`src/rtl/fib_datapath_if.sv`:
```
// Datapath handshake bundle between the Fibonacci control FSM (master) and fib_datapath (slave).
// Combinational wiring only, so it adds no latency and has no backpressure.
interface fib_datapath_if #(
    parameter int DATA_W = 8,
    parameter int ADDR_W = 4
);
    logic              clr;
    logic              up;
    logic              ld;
    logic              we;
    logic              rco;
    logic [ADDR_W-1:0] cnt;
    logic [ADDR_W-1:0] rd_addr;
    logic [DATA_W-1:0] rd_data;
    logic              ovf;

    modport master (
        output clr, up, ld, we, rd_addr,
        input  rco, cnt, rd_data, ovf
    );

    modport slave (
        input  clr, up, ld, we, rd_addr,
        output rco, cnt, rd_data, ovf
    );
endinterface

```
`src/rtl/fib_datapath.sv`:
```
// Fibonacci datapath: address counter, F(n)/F(n+1) term registers, adder and sequence RAM.
// Latency: state updates on the clock edge; rd_data is RAM[rd_addr] one cycle later.
// Backpressure: none; FIB_SAT_EN selects a saturating adder with a sticky ovf flag.
module fib_datapath #(
    parameter int DATA_W = 8,
    parameter int ADDR_W = 4
) (
    input  logic           clk,
    input  logic           rst_n,
    fib_datapath_if.slave  bus
);
    localparam int DEPTH = 1 << ADDR_W;

    logic [ADDR_W-1:0] cnt;
    logic [DATA_W-1:0] a;
    logic [DATA_W-1:0] b;
    logic [DATA_W-1:0] b_next;
    logic [DATA_W-1:0] rd_q;
    logic [DATA_W-1:0] mem [DEPTH];
    logic              wr_en;

    // ld wins over we, so seeding never disturbs the RAM.
    assign wr_en = bus.we & ~bus.ld;

    always_ff @(posedge clk or negedge rst_n) begin
        if (!rst_n) begin
            cnt <= '0;
        end else if (bus.clr) begin
            cnt <= '0;
        end else if (bus.up) begin
            cnt <= cnt + 1'b1;
        end
    end

`ifdef FIB_SAT_EN
    logic [DATA_W:0] sum_w;
    logic            sat;
    logic            ovf_q;

    assign sum_w  = {1'b0, a} + {1'b0, b};
    assign sat    = sum_w[DATA_W];
    assign b_next = sat ? '1 : sum_w[DATA_W-1:0];

    always_ff @(posedge clk or negedge rst_n) begin
        if (!rst_n) begin
            ovf_q <= 1'b0;
        end else if (bus.ld) begin
            ovf_q <= 1'b0;
        end else if (bus.we && sat) begin
            ovf_q <= 1'b1;
        end
    end

    assign bus.ovf = ovf_q;
`else
    assign b_next  = a + b;
    assign bus.ovf = 1'b0;
`endif

    always_ff @(posedge clk or negedge rst_n) begin
        if (!rst_n) begin
            a <= '0;
            b <= DATA_W'(1);
        end else if (bus.ld) begin
            a <= '0;
            b <= DATA_W'(1);
        end else if (bus.we) begin
            a <= b;
            b <= b_next;
        end
    end

    // RAM is not reset; gating on rst_n drops any write that lands while reset is held.
    always_ff @(posedge clk) begin
        if (rst_n && wr_en) begin
            mem[cnt] <= a;
        end
    end

    always_ff @(posedge clk or negedge rst_n) begin
        if (!rst_n) begin
            rd_q <= '0;
        end else begin
            rd_q <= mem[bus.rd_addr];
        end
    end

    assign bus.rco     = (cnt == ADDR_W'(DEPTH - 1));
    assign bus.cnt     = cnt;
    assign bus.rd_data = rd_q;
endmodule

```
`src/flat_wrapper.sv`:
```
// flat-port wrapper written by rule: the top's interface ports become plain ports
module fib_datapath_flat 
#(
    parameter int DATA_W = 8,
    parameter int ADDR_W = 4
)
  (clk, rst_n, bus_clr, bus_up, bus_ld, bus_we, bus_rd_addr, bus_rco, bus_cnt, bus_rd_data, bus_ovf);
  fib_datapath_if #(.DATA_W(DATA_W), .ADDR_W(ADDR_W)) bus_i ();
  input  logic clk;
  input  logic rst_n;
  input wire logic [$bits(bus_i.clr)-1:0] bus_clr;
  input wire logic [$bits(bus_i.up)-1:0] bus_up;
  input wire logic [$bits(bus_i.ld)-1:0] bus_ld;
  input wire logic [$bits(bus_i.we)-1:0] bus_we;
  input wire logic [$bits(bus_i.rd_addr)-1:0] bus_rd_addr;
  output wire logic [$bits(bus_i.rco)-1:0] bus_rco;
  output wire logic [$bits(bus_i.cnt)-1:0] bus_cnt;
  output wire logic [$bits(bus_i.rd_data)-1:0] bus_rd_data;
  output wire logic [$bits(bus_i.ovf)-1:0] bus_ovf;
  assign bus_i.clr = bus_clr;
  assign bus_i.up = bus_up;
  assign bus_i.ld = bus_ld;
  assign bus_i.we = bus_we;
  assign bus_i.rd_addr = bus_rd_addr;
  assign bus_rco = bus_i.rco;
  assign bus_cnt = bus_i.cnt;
  assign bus_rd_data = bus_i.rd_data;
  assign bus_ovf = bus_i.ovf;
  fib_datapath #(.DATA_W(DATA_W), .ADDR_W(ADDR_W)) u_core (.clk(clk), .rst_n(rst_n), .bus(bus_i));
endmodule
```
`config.mk`:
```
export PLATFORM = sky130hd
export DESIGN_NAME = fib_datapath_flat
export DESIGN_NICKNAME = d
export VERILOG_FILES = /design/src/rtl/fib_datapath_if.sv /design/src/rtl/fib_datapath.sv /design/src/flat_wrapper.sv
export SDC_FILE = /design/constraint.sdc
export NUM_CORES = 1
export LEC_CHECK = 0
export BUFFER_PORTS_ARGS = -buffer_cell sky130_fd_sc_hd__buf_2
export CORE_UTILIZATION = 57
export DETAILED_ROUTE_END_ITERATION = 6
export PLACE_DENSITY = 0.74
export SYNTH_ARGS = -nofsm -noshare
export SYNTH_HDL_FRONTEND = slang
export SYNTH_SLANG_ARGS = --single-unit
```
`constraint.sdc`:
```
create_clock -name clk -period 5.2 [get_ports clk]
set_clock_uncertainty 0.2 [all_clocks]
set_input_delay 0.52 -clock clk [delete_from_list [all_inputs] [get_ports clk]]
set_output_delay 0.52 -clock clk [all_outputs]
set_load 0.1 [all_outputs]
```
Word-level counts from Yosys, hierarchy flattened

Memories as Yosys holds them, arrays and structs flattened. A register that Yosys moved wholly into a read port is not among the register bits.
Cells that the tools add are included.

Flip-flop bits (word level): 20
Bits in latches: 0
Memory bits (writable): 128
Memory bits (read-only): 0
Input bits: 10
Output and inout bits: 14
Logic and storage cells: 21
Memories kept: 1

Memories:

| memory     | depth | bits a word | rd ports | clocked after Yosys merged registers in | write ports | RTL line           | text |
|---|---|---|---|---|---|---|---|
| u_core.mem | 16    | 8           | 1        | 1                                       | 1           | fib_datapath.sv:19 | `logic [DATA_W-1:0] mem [DEPTH];` |

Add/sub/neg operators: 2
Multiply operators: 0
Div/mod/pow operators: 0
Order comparisons: 0
Equality and inequality tests: 1
Shifts and indexed selects: 0
Multiplexer cells: 8
Bitwise gates (word level): 2
Reduce and logical (&&, ||, !) cells: 4

Operators by type and width:

| cell                                                           | count |
|---|---|
| 8-bit two-way mux                                              | 4 |
| 8-bit adder                                                    | 1 |
| 4-bit two-way mux                                              | 2 |
| 4-bit by 1-bit adder with 4-bit output (second input constant) | 1 |
| 4-bit == test (second input constant)                          | 1 |
| 2-bit nonzero test                                             | 2 |
| 1-bit two-way mux                                              | 2 |
| 1-bit AND                                                      | 1 |
| 1-bit logical AND                                              | 1 |
| 1-bit logical NOT                                              | 1 |
| 1-bit inverter                                                 | 1 |

Logic depth before layout (Yosys ltp)

Gate-level depths: netlist of run 1.

Depth after elaboration: 5
Depth in mapped cells: 7
Gate-level depth less buffers: 7

Worst setup path after synthesis of run 1

No wires, ideal clock.

Kind: register to output
Start point: reg u_core.cnt[2] (netlist: u_core.bus.cnt[2])
End point: out bus_rco
Arrival: 2.083 ns
Required time: 4.480 ns
Path slack: 2.397 ns
Cell stages (with the launch flop): 3
Path buffers: 1
Cells stage by stage: dfrtp_1 > clkbuf_1 > and3_1

Word-level cells in the longest chain between the ends: 1

Ends and longest elaborated chain:

| what                     | RTL line           | text |
|---|---|---|
| start: declaration       | fib_datapath.sv:14 | `logic [ADDR_W-1:0] cnt;` |
| start signal: assignment | fib_datapath.sv:31 | `cnt <= cnt + 1'b1;` |
| 4-bit == test            | fib_datapath.sv:88 | `assign bus.rco = (cnt == ADDR_W'(DEPTH - 1));` |
| end: declaration         | flat_wrapper.sv:16 | `output wire logic [$bits(bus_i.rco)-1:0] bus_rco;` |

Every way passes these cells.

Final worst setup path of run 1

Start point: in rst_n
End point: mem u_core.mem[0][7], enable pin

Word-level cells in the longest chain between the ends: 3

Ends and longest elaborated chain:

| what                                    | RTL line           | text |
|---|---|---|
| start: declaration                      | flat_wrapper.sv:10 | `input logic rst_n;` |
| 1-bit logical AND                       | fib_datapath.sv:75 | `if (rst_n && wr_en) begin` |
| 1-bit two-way mux                       | fib_datapath.sv:75 |  |
| 1-bit two-way mux (implied by the code) | fib_datapath.sv:76 | `mem[cnt] <= a;` |
| end: declaration                        | fib_datapath.sv:19 |  |

Every way passes these cells.

==> flow_metrics.tcl, run 1 <==
set metrics [dict create \
    status "complete, no violations" \
    hold_violations 0 \
    crit_path_max_incr_delay_ps 900 \
    core_mm2 0.0109 \
    finalWeightedCongestion 0.768 \
    post-cts-setup-buffers 0 \
    cts_resized 0 \
    drt_pass1_iterations 5 \
    cp_top_family "simple AND/OR/NAND/NOR gates" \
    ctsHoldBuffers 1 \
    worstPathMaxFanout 29 \
    postRouteAntennaNets 0 \
    antenna_found_initial 0 \
    drv_cap 0 \
    clockBufferDepth 2 \
    row_count 38 \
    drt-initial-drc-count 259 \
    yosys_warnings 0 \
    p_total_w 0.00272 \
    fin_crit_ps 3180 \
    die_w_um 108 \
    post_drt_wl_per_cell_um 24.5 \
    mostFrequentLayoutCells "edfxtp_1 (128), nor2_1 (29), dfrtp_1 (27)" \
    finalWorstSetupSlack_ps 2020 \
    drc 0 \
    hpwl_um 7540 \
    synth.top_cell.area_share 0.598 \
    grt_overflow 0 \
    min_path_type "input pin to register" \
    slowest_stage "nor3_1" \
    ys_seq_elements 156 \
    drv_slew 0 \
    fin_tns_setup_ps 0 \
    drive_above_1_share 0.182 \
    cp_cell_sequence "dlygate4sd3_1 -> buf_2 -> nand2_1 -> nor2_1 -> nand2_1 -> nor3_1" \
    numCtsBuffers 17 \
    slew_headroom 0.222 \
    grt_max_degree 33 \
    syn_nets 351 \
    holdWs_ps 103 \
    grt_pass1_wl_um 18700 \
    die-area_mm2 0.0117 \
    finalSetupViolCount 0 \
    path_buf_inv 2 \
    viasPerCell 6.19 \
    syn_area_per_cell_um2 19.5 \
    startpoint_type "input pin" \
    max_freq_mhz 315 \
    synthCells 329 \
    peakVddDrop_v 0.000238 \
    arrival_ps 3010 \
    timing.final.crit_share 0.611 \
    tightest_slew_ps 1160 \
    cp-end-kind "register" \
    synth-seq-area-share 0.707 \
    root_buffer "clkbuf_16" \
    powerDensity_mw_per_mm2 378 \
    floorplan.die.height_um 108 \
    wl_um 12400 \
    numClockSinks 156 \
    clkTransAtPathRegs_ps 60 \
    ys_top_cells_by_area "edfxtp_1 (60%), dfrtp_1 (11%), mux4_1 (9.8%)" \
    cts_tree "done" \
    grt.total_usage 0.239 \
    critPathKind "input pin to register" \
    final_nets 377 \
    vias 3147 \
    clk_latency_ps 420 \
    synth_cell_types 45 \
    layout_commonest_cell "edfxtp_1" \
    synth.largest_area_cell "edfxtp_1" \
    cp_common_cell "nand2_1" \
    syn_area_mm2 0.00643 \
    required_ps 5030 \
    grt_pass1_vias 3075 \
    rsz0062_at_grt "false" \
    numPortBuffers 22 \
    antenna_cells 0 \
    initial_core_util 0.588 \
    place_ws_ps 1980 \
    leakage_nw 2.64 \
    syn2layout_area_growth_pct 11.8 \
    htree_levels 4 \
    io_pins 24 \
]
stage by stage:
step	util	area [um2]	instances
floorplan	-	6430	329
global placement	0.604	6600	474
detailed placement	0.604	6600	474
CTS	0.657	7180	507
global route	0.657	7190	508
finish	0.657	7190	508
synthesized netlist by cell type, drive strengths merged:
| cell | n |
|---|---|
| edfxtp | 128 |
| mux4 | 40 |
| nor2 | 29 |
| dfrtp | 27 |
| mux2i | 13 |
| buf | 12 |
| ha | 11 |
| nand2 | 11 |
| nor3 | 7 |
| a21oi | 5 |
| clkbuf | 5 |
| xnor2 | 4 |
| inv | 3 |
| nand2b | 3 |
| o21ai | 3 |
| a211o | 2 |
| a211oi | 2 |
| a21o | 2 |
| nand3 | 2 |
| xor2 | 2 |
| a2bb2oi | 1 |
| and3 | 1 |
| and3b | 1 |
| conb | 1 |
| dfstp | 1 |
| fa | 1 |
| nand3b | 1 |
| nand4 | 1 |
| nand4b | 1 |
| nor2b | 1 |
| nor3b | 1 |
| nor4b | 1 |
| o21bai | 1 |
| o311ai | 1 |
| o32ai | 1 |
| or2 | 1 |
| or4b | 1 |
| or4bb | 1 |
power by group:
part	internal, W	switching (W)	leakage, nW
Sequential	0.00136	0.0000162	1.58
Clock	0.000717	0.000475	0.265
Combinational	0.0000456	0.000106	0.796
worst paths after layout:
check                                 start                     to  slack, ps  cells after the start
worst min-delay path                bus_clr      u_core.bus.cnt[3]        100                      2
min in group asynchronous             rst_n  u_core.bus.rd_data[4]        480                      2
max in group asynchronous             rst_n            u_core.a[2]       3850                      2
worst min register to register  u_core.b[7]            u_core.a[7]        350                      2
worst max register to register  u_core.a[0]            u_core.b[6]       2460                      7
worst max-delay path                  rst_n       u_core.mem[0][7]       2020                      6
area by class of cell:
class                           count  area (um2)
Tap cell                          140         175
Fill cell                         719        3750
Clock inverter                     11         120
Timing Repair Buffer               24         128
Sequential cell                   156        4550
Inverter                            3        11.3
Multi-Input combinational cell    153        1760
Clock buffer                       21         450
kinds of logic after synthesis:
kind of cell	count (synthesis)	synth area share
other cells	1	0.000583
buf+inv	20	0.0198
fa+ha+maj	12	0.0245
mux	53	0.174
simple gates	63	0.0469
xor+xnor	6	0.00817
flops	156	0.707
compound gates	18	0.0189
registers in the layout (all words and copies together), names as in the netlist:
register,flops
u_core.bus.rd_data,8
u_core.b,8
u_core.a,8
u_core.mem,128
u_core.bus.cnt,4
layer usage:
layer / GRT usage / vias to the layer above / part of all wire / routed length [um]
li1: - / 1383 / - / -
met1: 0.314 / 1644 / 0.42 / 5240
met2: 0.389 / 105 / 0.51 / 6330
met3: 0.0633 / 15 / 0.055 / 686
met4: 0.0832 / 0 / 0.015 / 189
met5: 0 / - / 0 / 0
Note: power is estimated with default switching activity, not from simulation.
==> run 2, diff against run 1 <==
--- a/config.mk
+++ b/config.mk
@@ -6,9 +6,9 @@
 export NUM_CORES = 1
 export LEC_CHECK = 0
 export BUFFER_PORTS_ARGS = -buffer_cell sky130_fd_sc_hd__buf_2
-export CORE_UTILIZATION = 57
+export CORE_UTILIZATION = 55
 export DETAILED_ROUTE_END_ITERATION = 6
-export PLACE_DENSITY = 0.74
+export PLACE_DENSITY = 0.75
 export SYNTH_ARGS = -nofsm -noshare
 export SYNTH_HDL_FRONTEND = slang
 export SYNTH_SLANG_ARGS = --single-unit
==> constraint.sdc (replaced) <==
create_clock -name clk -period 2.7 [get_ports clk]
set_clock_uncertainty 0.2 [all_clocks]
set_input_delay 0.27 -clock clk [delete_from_list [all_inputs] [get_ports clk]]
set_output_delay 0.27 -clock clk [all_outputs]
set_load 0.1 [all_outputs]
==> run 2 against run 1 <==
Against the previous run: sequential cell count did not move; final cell count rose by 6.3%; critical endpoint is now u_core.b[6]; via count rose by 1.7%; total power rose by 90%; first-iteration DRC count rose by 5.0%; routed wire length fell by 0.59%; sequential share of layout area fell by 2.0 points; critical path depth rose by 1; global-route usage fell by 1.1 points; clock power rose by 87%; clock-buffer cell count fell by 3; largest power group unchanged; non-clock buffer count rose by 29.
==> flow_metrics.tcl, run 2 (same netlist as run 1, synthesis figures left out) <==
set metrics [dict create \
    status "complete, no violations" \
    layout_commonest_cell "edfxtp_1" \
    die_w_um 110 \
    rsz0062_at_grt "false" \
    floorplan.die.height_um 110 \
    vias 3202 \
    drv_cap 0 \
    r2r_cells 7 \
    max_freq_mhz 430 \
    powerDensity_mw_per_mm2 697 \
    io_pins 24 \
    hpwl_um 7840 \
    fin_cells 540 \
    mostFrequentLayoutCells "edfxtp_1 (128), nor2_1 (29), dfrtp_1 (27)" \
    drt-initial-drc-count 272 \
    wl_um 12400 \
    fin_util 0.651 \
    critPathKind "register to register" \
    place_ws_ps 385 \
    grt_pass1_wl_um 18700 \
    clk_latency_ps 420 \
    p_total_w 0.00518 \
    post_drt_wl_per_cell_um 22.9 \
    slew_headroom 0.553 \
    postRouteAntennaNets 0 \
    root_buffer "clkbuf_16" \
    startpoint_type "register" \
    numCtsBuffers 17 \
    htree_levels 4 \
    arrival_ps 2420 \
    largest_register_ffs 128 \
    placed_cells 504 \
    row_count 39 \
    final_nets 406 \
    drt_pass1_iterations 4 \
    die-area_mm2 0.0121 \
    fill_cells 779 \
    numPortBuffers 22 \
    required_ps 2800 \
    antenna_cells 0 \
    tightest_slew_ps 670 \
    timing.final.crit_share 0.861 \
    grt.total_usage 0.228 \
    finalSetupViolCount 0 \
    grt_pass1_vias 3312 \
    largest-register "u_core.mem" \
    initial_core_util 0.563 \
    peakVddDrop_v 0.000462 \
    antenna_found_initial 0 \
    drv_slew 0 \
    syn2layout_area_growth_pct 15.5 \
    cts_resized 0 \
    cts_tree "done" \
    grt_overflow 0 \
    numClockSinks 156 \
    core_mm2 0.0114 \
    cp-end-kind "register" \
    finalWorstSetupSlack_ps 376 \
    clkTransAtPathRegs_ps 60 \
    clockBufferDepth 2 \
    holdPathStages 3 \
    grt_max_degree 33 \
    hold_violations 0 \
    fin_tns_setup_ps 0 \
    finalWeightedCongestion 0.773 \
    leakage_nw 2.81 \
    min_path_type "input pin to register" \
    fin_crit_ps 2320 \
    drc 0 \
    worstPathMaxFanout 3 \
    viasPerCell 5.93 \
    drive_above_1_share 0.234 \
]
run 2: where the power goes:
group / total [W] / switching, W / internal, W / leakage [nW]
Clock: 0.00222 / 0.000882 / 0.00134 / 0.270
Sequential: 0.00263 / 0.0000173 / 0.00262 / 1.58
Combinational: 0.000320 / 0.000216 / 0.000104 / 0.957
run 2: area by class of cell:
cell class / count / area, um2 / share of cell area
Inverter: 3 / 11.3 / 0.00152
Clock inverter: 14 / 128 / 0.0172
Multi-Input combinational cell: 153 / 1760 / 0.237
Clock buffer: 18 / 429 / 0.0578
Sequential cell: 156 / 4550 / 0.612
Timing Repair Buffer: 53 / 378 / 0.0509
Tap cell: 143 / 179 / 0.0241
run 2: worst paths after layout:
kind,start,endpoint,slack [ps]
max,u_core.b[0],u_core.b[6],380
min reg2reg,u_core.b[5],u_core.a[5],370
min in group asynchronous,rst_n,u_core.bus.rd_data[3],300
max reg2reg,u_core.b[0],u_core.b[6],380
min,bus_ld,u_core.a[2],100
max in group asynchronous,rst_n,u_core.b[0],1640
run 2: layer usage:
layer	up-vias	share of wire	global-route usage
met1	1646	0.39	0.291
met4	0	0.017	0.0893
met2	94	0.53	0.384
met5	-	0	0
li1	1446	-	-
met3	16	0.063	0.0500
run 2: worst max-delay path, stage by stage, from the launching register on:
cell and delay, ps:
dfstp_2 380, ha_1 230, fa_1 420, a21o_1 170
a21oi_1 210, a2bb2oi_1 240, nor4b_1 80, a211o_1 280
run 2: per-stage QoR:
| step | area [um2] | hold WS [ps] |
|---|---|---|
| final | 7430 | 98.2 |
| after global routing | 7430 | 121 |
| after CTS | 7430 | 87.1 |
| after detailed placement | 6830 | 225 |
| after global placement | 6830 | 213 |
| after floorplan | 6430 | -226 |
run 2: what timing repair did:
item,in CTS,in global routing
setup buffers,0,0
hold buffers,4,0
hold endpoints to repair,31,0
